### src/rtl/sixteen_bit_lookahead_adder.sv
`default_nettype none
// ============================================================================
// Module   : sixteen_bit_lookahead_adder
// Purpose  : 16-bit two-level carry-lookahead adder with registered sum/carry.
// Revision : 1.0 - initial release
// ============================================================================
module sixteen_bit_lookahead_adder (
  input  logic        clk,
  input  logic        rst,
  input  logic [15:0] A,
  input  logic [15:0] B,
  input  logic        C_in,
  output logic [15:0] S,
  output logic        C_out
);

  logic [15:0] w_g;
  logic [15:0] w_p;
  logic [15:0] w_c;
  logic [15:0] w_sum;
  logic [3:0]  w_grp_g;
  logic [3:0]  w_grp_p;
  logic [4:0]  w_blk_c;   // carries into each block; [4] is the carry-out

  logic [15:0] r_s;
  logic        r_cout;

  assign w_g = A & B;
  assign w_p = A ^ B;

  // First level: each nibble resolves its internal carries in parallel
  generate
    for (genvar k = 0; k < 4; k++) begin : g_blk
      logic [3:0] w_bg;
      logic [3:0] w_bp;
      logic       w_ci;

      assign w_bg = w_g[4*k +: 4];
      assign w_bp = w_p[4*k +: 4];
      assign w_ci = w_blk_c[k];

      assign w_c[4*k]   = w_ci;
      assign w_c[4*k+1] = w_bg[0] | (w_bp[0] & w_ci);
      assign w_c[4*k+2] = w_bg[1] | (w_bp[1] & w_bg[0]) | (w_bp[1] & w_bp[0] & w_ci);
      assign w_c[4*k+3] = w_bg[2] | (w_bp[2] & w_bg[1]) | (w_bp[2] & w_bp[1] & w_bg[0])
                        | (w_bp[2] & w_bp[1] & w_bp[0] & w_ci);

      assign w_grp_p[k] = &w_bp;
      assign w_grp_g[k] = w_bg[3] | (w_bp[3] & w_bg[2]) | (w_bp[3] & w_bp[2] & w_bg[1])
                        | (w_bp[3] & w_bp[2] & w_bp[1] & w_bg[0]);
    end
  endgenerate

  // Second level: block carry-ins computed directly from group G/P
  assign w_blk_c[0] = C_in;
  assign w_blk_c[1] = w_grp_g[0] | (w_grp_p[0] & C_in);
  assign w_blk_c[2] = w_grp_g[1] | (w_grp_p[1] & w_grp_g[0])
                    | (w_grp_p[1] & w_grp_p[0] & C_in);
  assign w_blk_c[3] = w_grp_g[2] | (w_grp_p[2] & w_grp_g[1])
                    | (w_grp_p[2] & w_grp_p[1] & w_grp_g[0])
                    | (w_grp_p[2] & w_grp_p[1] & w_grp_p[0] & C_in);
  assign w_blk_c[4] = w_grp_g[3] | (w_grp_p[3] & w_grp_g[2])
                    | (w_grp_p[3] & w_grp_p[2] & w_grp_g[1])
                    | (w_grp_p[3] & w_grp_p[2] & w_grp_p[1] & w_grp_g[0])
                    | (w_grp_p[3] & w_grp_p[2] & w_grp_p[1] & w_grp_p[0] & C_in);

  assign w_sum = w_p ^ w_c;

  always_ff @(posedge clk) begin
    if (rst) begin
      r_s    <= 16'h0000;
      r_cout <= 1'b0;
    end else begin
      r_s    <= w_sum;
      r_cout <= w_blk_c[4];
    end
  end

  assign S     = r_s;
  assign C_out = r_cout;

endmodule
`default_nettype wire

### config.mk
export PLATFORM = sky130hd
export DESIGN_NAME = sixteen_bit_lookahead_adder
export DESIGN_NICKNAME = d
export VERILOG_FILES = /design/src/rtl/sixteen_bit_lookahead_adder.sv
export SDC_FILE = /design/constraint.sdc
export NUM_CORES = 1
export LEC_CHECK = 0
export BUFFER_PORTS_ARGS = -buffer_cell sky130_fd_sc_hd__buf_2
export CAP_MARGIN = 20
export CORE_MARGIN = 2
export CORE_UTILIZATION = 50
export CTS_CLUSTER_DIAMETER = 40
export DETAILED_ROUTE_END_ITERATION = 16
export PLACE_DENSITY = 0.83
export SLEW_MARGIN = 25
export SYNTH_ARGS = -nofsm -noshare
export SYNTH_HDL_FRONTEND = slang
export SYNTH_SLANG_ARGS = --single-unit
### constraint.sdc
create_clock -name clk -period 6.2 [get_ports clk]
set_clock_uncertainty 0.2 [all_clocks]
set_input_delay 1.55 -clock clk [delete_from_list [all_inputs] [get_ports clk]]
set_output_delay 1.55 -clock clk [all_outputs]
set_load 0.01 [all_outputs]
==> results.sh, run 1 <==
export IMPL_yosysSeqAreaShare_pct=28.2
export IMPL_routedWlPerCell_um=12.5
export IMPL_post_synth_most_frequent_cells="17 x sky130_fd_sc_hd__dfxtp_1, 16 x sky130_fd_sc_hd__ha_1, 13 x sky130_fd_sc_hd__nor2_1, 7 x sky130_fd_sc_hd__nand2_1, 5 x sky130_fd_sc_hd__inv_1"
export IMPL_detail_route_antenna_nets=0
export IMPL_tritoncts="built"
export IMPL_floorplan_die_height_um=53.1
export IMPL_width_of_the_die_um=53.1
export IMPL_areaGrowthSynthToFinish_pct=25.6
export IMPL_max_slew_margin_rel_pct=71.9
export IMPL_synth_top_cell_by_area="sky130_fd_sc_hd__dfxtp_1"
export IMPL_synthFlopType="sky130_fd_sc_hd__dfxtp_1"
export IMPL_worstPathRequired_ps=6180
export IMPL_cp_arrival_ps=3560
export IMPL_net_total_in_the_final_layout=234
export IMPL_maxCapViolations=0
export IMPL_synth_most_common_cell="sky130_fd_sc_hd__dfxtp_1"
export IMPL_fp_dieArea_um2=2820
export IMPL_finalHoldViolations=0
export IMPL_critical_path_peak_fanout=5
export IMPL_place_gp_congestion=0.787
export IMPL_vias=1116
export IMPL_worst_pin_slew_ps=421
export IMPL_tritoncts_num_sinks=17
export IMPL_globalRouteOverflowTotal=0
export IMPL_power_leakage_nw=0.742
export IMPL_clock_root_buffer_master="sky130_fd_sc_hd__clkbuf_4"
export IMPL_initial_core_util_pct=53.6
export IMPL_leading_post_synthesis_cells_by_cell_area="sky130_fd_sc_hd__dfxtp_1 28%, sky130_fd_sc_hd__ha_1 17%, sky130_fd_sc_hd__fa_1 6.6%, sky130_fd_sc_hd__nor2_1 4.0%, sky130_fd_sc_hd__nor4b_1 2.9%"
export IMPL_stdcell_count=206
export IMPL_place_hpwl_um=2130
export IMPL_critical_path_slowest_cell="sky130_fd_sc_hd__a221oi_1"
export IMPL_final_period_utilization_pct=57.8
export IMPL_synth_top_area_share_pct=28.2
export IMPL_placeableCoreArea_um2=2250
export IMPL_timing_fmax_mhz=279
export IMPL_clockBufferDepth=2
export IMPL_postCtsHoldBufs=0
export IMPL_synthDistinctLibCells=39
export IMPL_first_pass_iters=4
export IMPL_fin_crit_ps=3580
export IMPL_setup_viol=0
export IMPL_hp_class="primary input to flop"
export IMPL_worst_setup_hold_path_clk_slew_ps=100
export IMPL_route_detailed_vias_per_inst=5.42
export IMPL_synth_avg_cell_area_um2=9.66
export IMPL_end_kind="flop"
export IMPL_ordered_cell_list_for_the_critical_path="buf_2 -> ha_1 -> a211oi_4 -> o21ai_2 -> a221oi_1 -> o21bai_1 -> fa_1 -> xnor2_1 -> nor2_1"
export IMPL_run_status="finished clean"
export IMPL_grt_antenna_before_repair=0
export IMPL_first_pass_grt_wire_length_um=4180
export IMPL_timing_setup_tns_ps=0
export IMPL_drt_wl_total_um=2570
export IMPL_boundaryPins=52
export IMPL_gate_count_after_technology_mapping=125
export IMPL_mappedNetlistNets=180
export IMPL_portBuffers=51
export IMPL_ys_ff_latch=17
export IMPL_cts_post_setup_buffers_inserted=0
export IMPL_final_layout_size_suffix_gt1_share_pct=34.8
export IMPL_timing_worst_setup_path_type="primary input to flop"
export IMPL_tritoncts_num_buffers=3
export IMPL_n_fill_cell=189
export IMPL_h_tree_depth=1
export IMPL_yosys_warnings=0
export IMPL_remaining_drc_errors=0
export IMPL_synth_edff_count=0
export IMPL_num_rows=17
export IMPL_detail_route_iter0_violations=24
export IMPL_cts_resized=0
export IMPL_grt_pass1_vias=1082
export IMPL_num_antenna_cells=0
export IMPL_synth_area_um2=1210
export IMPL_grt_start_max_net_pins=25
export IMPL_peakVddDrop_v=0.000156
export IMPL_cp_slowest_stage_delay_ps=410
export IMPL_cellPowerDensity_nw_per_um2=201
export IMPL_dp_cell_count=202
export IMPL_drv_slew=0
export IMPL_async_flop_share_pct=0
export IMPL_start_kind="primary input"
export IMPL_track_usage_pct=19.9
export IMPL_rsz0062_at_grt="no"
[final timing paths]
path | startpoint | endpoint | slack, ps | cells after the start
worst max-delay path | A[0] | S[13] | 2620 | 9
worst min-delay path | B[15] | C_out | 1420 | 4
[metrics by stage]
| stage | power, mW | utilization (%) | hold WS (ps) | cell area, µm² | setup slack [ps] |
|---|---|---|---|---|---|
| 3_3_place_gp | 0.241 | 66.1 | 1730 | 1490 | 2370 |
| 6_report | 0.305 | 67.3 | 1420 | 1520 | 2620 |
| 2_1_floorplan | 0.207 | - | 1550 | 1210 | 2550 |
| 4_1_cts | 0.307 | 67.3 | 1420 | 1520 | 2610 |
| 3_5_place_dp | 0.246 | 66.1 | 1730 | 1490 | 2290 |
| 5_1_grt | 0.326 | 67.3 | 1450 | 1520 | 2510 |
[cells by family (layout without fill, tap and decap cells)]
logic type	after synthesis	in the layout	share of synthesized area, %
AO/OA/AOI/OAI	30	30	21.6
AND/OR/NAND/NOR	44	44	19.8
adder cells (fa/ha/maj)	20	20	23.2
buffers and inverters	7	60	2.18
XOR/XNOR	7	7	5.08
flip-flops	17	17	28.2
[sequential cells by signal (all words and copies together), names as in the netlist]
| name | flops |
|---|---|
| C_out | 1 |
| S | 16 |
[worst max-delay path, delay by kind of cell]
family	cells	cell delay, ps
AOI/OAI and AO/OA	4	970
adders and majority gates	2	720
xor gates and xnor gates	1	160
buffers and inverters	1	110
and+or+nand+nor	1	50
[where the power goes]
group	switching (mW)	internal (mW)
Combinational	0.0619	0.0543
Sequential	0.00309	0.124
Clock	0.0370	0.0250
Total	0.102	0.203
[layout by cell type (no fill, tap or decap), types with 2 or more instances in the layout]
cell / netlist / layout
sky130_fd_sc_hd__a211oi_1: 3 / 3
sky130_fd_sc_hd__a21o_1: 2 / 2
sky130_fd_sc_hd__a21o_2: 2 / 2
sky130_fd_sc_hd__a31oi_1: 2 / 2
sky130_fd_sc_hd__buf_2: 0 / 51
sky130_fd_sc_hd__clkbuf_4: 0 / 3
sky130_fd_sc_hd__dfxtp_1: 17 / 17
sky130_fd_sc_hd__fa_1: 4 / 4
sky130_fd_sc_hd__ha_1: 16 / 16
sky130_fd_sc_hd__inv_1: 5 / 5
sky130_fd_sc_hd__nand2_1: 7 / 7
sky130_fd_sc_hd__nand2b_1: 2 / 2
sky130_fd_sc_hd__nand3_1: 4 / 4
sky130_fd_sc_hd__nor2_1: 13 / 13
sky130_fd_sc_hd__nor2b_1: 3 / 3
sky130_fd_sc_hd__nor3b_1: 4 / 4
sky130_fd_sc_hd__nor4b_1: 4 / 4
sky130_fd_sc_hd__o211ai_1: 3 / 3
sky130_fd_sc_hd__o21a_1: 2 / 2
sky130_fd_sc_hd__o21ai_0: 3 / 3
sky130_fd_sc_hd__o21ai_1: 2 / 2
sky130_fd_sc_hd__or3_1: 2 / 2
sky130_fd_sc_hd__xnor2_1: 3 / 3
sky130_fd_sc_hd__xor2_1: 4 / 4
[layout make-up]
cell class / instances / area (µm²) / share of cell area [%]
multi-input cells: 101 / 841 / 55.4
flip-flops and latches: 17 / 340 / 22.4
well taps: 28 / 35.0 / 2.31
repair buffers: 51 / 255 / 16.8
inverters: 5 / 18.8 / 1.24
clock buffers: 4 / 26.3 / 1.73
[metal layers]
metal | wire [µm] | vias up | track usage (%)
li1 | - | 566 | -
met1 | 1110 | 507 | 23.6
met2 | 1290 | 41 | 35.2
met3 | 146 | 2 | 3.11
met4 | 25 | 0 | 8.12
met5 | 0 | - | 0
(Power assumes the default switching activity.)
==> inputs of run 2 (changes only) <==
CORE_UTILIZATION = 47   (was 50)
PLACE_DENSITY = 0.79   (was 0.83)
clock period = 3.6 ns   (was 6.2 ns; I/O delays follow)
==> results.sh, run 2 (same netlist as run 1, synthesis figures left out) <==
export IMPL_place_hpwl_um=2110
export IMPL_routedWlPerCell_um=12.4
export IMPL_grt_antenna_before_repair=0
export IMPL_first_pass_iters=4
export IMPL_h_tree_depth=1
export IMPL_timing_worst_setup_path_type="primary input to flop"
export IMPL_hp_class="primary input to flop"
export IMPL_timing_critical_path_max_delay_family="compound AO/OA/AOI/OAI gates"
export IMPL_drv_slew=0
export IMPL_tritoncts_num_sinks=17
export IMPL_layout_cells_most_common_list="51 x sky130_fd_sc_hd__buf_2, 17 x sky130_fd_sc_hd__dfxtp_1, 16 x sky130_fd_sc_hd__ha_1"
export IMPL_track_usage_pct=19.1
export IMPL_cp_slowest_stage_delay_ps=430
export IMPL_num_rows=18
export IMPL_run_status="finished clean"
export IMPL_worst_slack_ps=660
export IMPL_holdPathEnd="C_out"
export IMPL_cellPowerDensity_nw_per_um2=348
export IMPL_final_period_utilization_pct=81.7
export IMPL_areaGrowthSynthToFinish_pct=25.8
export IMPL_start_kind="primary input"
export IMPL_ordered_cell_list_for_the_critical_path="buf_2 -> ha_1 -> a211oi_4 -> o21ai_2 -> a221oi_1 -> o21bai_1 -> fa_1 -> xnor2_1 -> nor2_1"
export IMPL_initial_core_util_pct=49.2
export IMPL_peakVddDrop_v=0.000219
export IMPL_num_antenna_cells=0
export IMPL_portBuffers=51
export IMPL_cts_resized=0
export IMPL_net_total_in_the_final_layout=234
export IMPL_worstPathRequired_ps=3590
export IMPL_detail_route_iter0_violations=13
export IMPL_drt_wl_total_um=2580
export IMPL_floorplan_die_height_um=54.7
export IMPL_fp_dieArea_um2=2990
export IMPL_final_layout_size_suffix_gt1_share_pct=34.8
export IMPL_critical_path_peak_fanout=5
export IMPL_grt_start_max_net_pins=25
export IMPL_critical_path_slowest_cell="sky130_fd_sc_hd__a221oi_1"
export IMPL_worst_setup_hold_path_clk_slew_ps=100
export IMPL_tritoncts="built"
export IMPL_boundaryPins=52
export IMPL_remaining_drc_errors=0
export IMPL_placeableCoreArea_um2=2450
export IMPL_mostFrequentLayoutCell="sky130_fd_sc_hd__buf_2"
export IMPL_setup_viol=0
export IMPL_max_slew_margin_rel_pct=72.1
export IMPL_timing_fmax_mhz=340
export IMPL_place_gp_congestion=0.859
export IMPL_crit_buf_inv=1
export IMPL_globalRouteOverflowTotal=0
export IMPL_fin_crit_ps=2940
export IMPL_postCtsHoldBufs=0
export IMPL_worst_pin_slew_ps=419
export IMPL_first_pass_grt_wire_length_um=4100
export IMPL_hold_path_startpoint="B[15]"
export IMPL_tritoncts_num_buffers=3
export IMPL_vias=1102
export IMPL_width_of_the_die_um=54.7
export IMPL_power_leakage_nw=0.742
export IMPL_rsz0062_at_grt="no"
export IMPL_end_kind="flop"
export IMPL_route_detailed_vias_per_inst=5.30
export IMPL_detail_route_antenna_nets=0
export IMPL_placement_setup_worst_slack_ps=321
export IMPL_finalHoldViolations=0
export IMPL_hold_depth=4
export IMPL_clockBufferDepth=2
export IMPL_largest_register_ffs=16
export IMPL_cts_post_setup_buffers_inserted=0
export IMPL_maxCapViolations=0
export IMPL_total_stage_count_of_the_critical_path=9
export IMPL_timing_setup_tns_ps=0
export IMPL_grt_pass1_vias=1042
export IMPL_cp_arrival_ps=2930
export IMPL_clock_root_buffer_master="sky130_fd_sc_hd__clkbuf_4"
==> run 2: per-layer routing <==
| metal | share of wire, % | track usage, % | up-vias |
|---|---|---|---|
| met5 | 0 | 0 | - |
| met4 | 1.8 | 8.75 | 0 |
| met3 | 5.3 | 2.46 | 5 |
| met2 | 52 | 36.7 | 29 |
| met1 | 41 | 20.1 | 505 |
| li1 | - | - | 563 |
==> run 2: worst max-delay path by stage <==
stage             to  slack, ps  from
6_report       S[13]        660  A[0]
5_1_grt        S[13]        530  A[3]
4_1_cts        S[13]        650  A[0]
3_5_place_dp   S[13]        320  A[0]
3_3_place_gp   S[13]        410  A[0]
2_1_floorplan  S[13]        600  A[0]
==> run 2: tightest hold or removal path, cell delays in order <==
cell                      delay [ps]
sky130_fd_sc_hd__buf_2            80
sky130_fd_sc_hd__ha_1            130
sky130_fd_sc_hd__inv_1            30
sky130_fd_sc_hd__o32ai_1          90
==> run 2: layout make-up <==
type                            instances  area, µm²
Timing Repair Buffer                   51        255
Sequential cell                        17        340
Multi-Input combinational cell        101        841
Inverter                                5       18.8
Clock buffer                            4       26.3
Tap cell                               30       37.5
Fill cell                             232        936
==> run 2: stage by stage <==
stage	instance area, µm²	total power, mW	std cells	hold WS [ps]	utilization (%)
2_1_floorplan	1210	0.356	125	902	-
3_3_place_gp	1490	0.416	204	1070	60.8
3_5_place_dp	1490	0.423	204	1090	60.8
4_1_cts	1520	0.533	208	777	61.9
5_1_grt	1520	0.563	208	821	61.9
6_report	1520	0.529	208	767	61.9
==> run 2: report_power, final <==
group          switching [mW]  internal, mW
Combinational           0.107        0.0934
Clock                  0.0667        0.0433
Sequential            0.00509         0.214
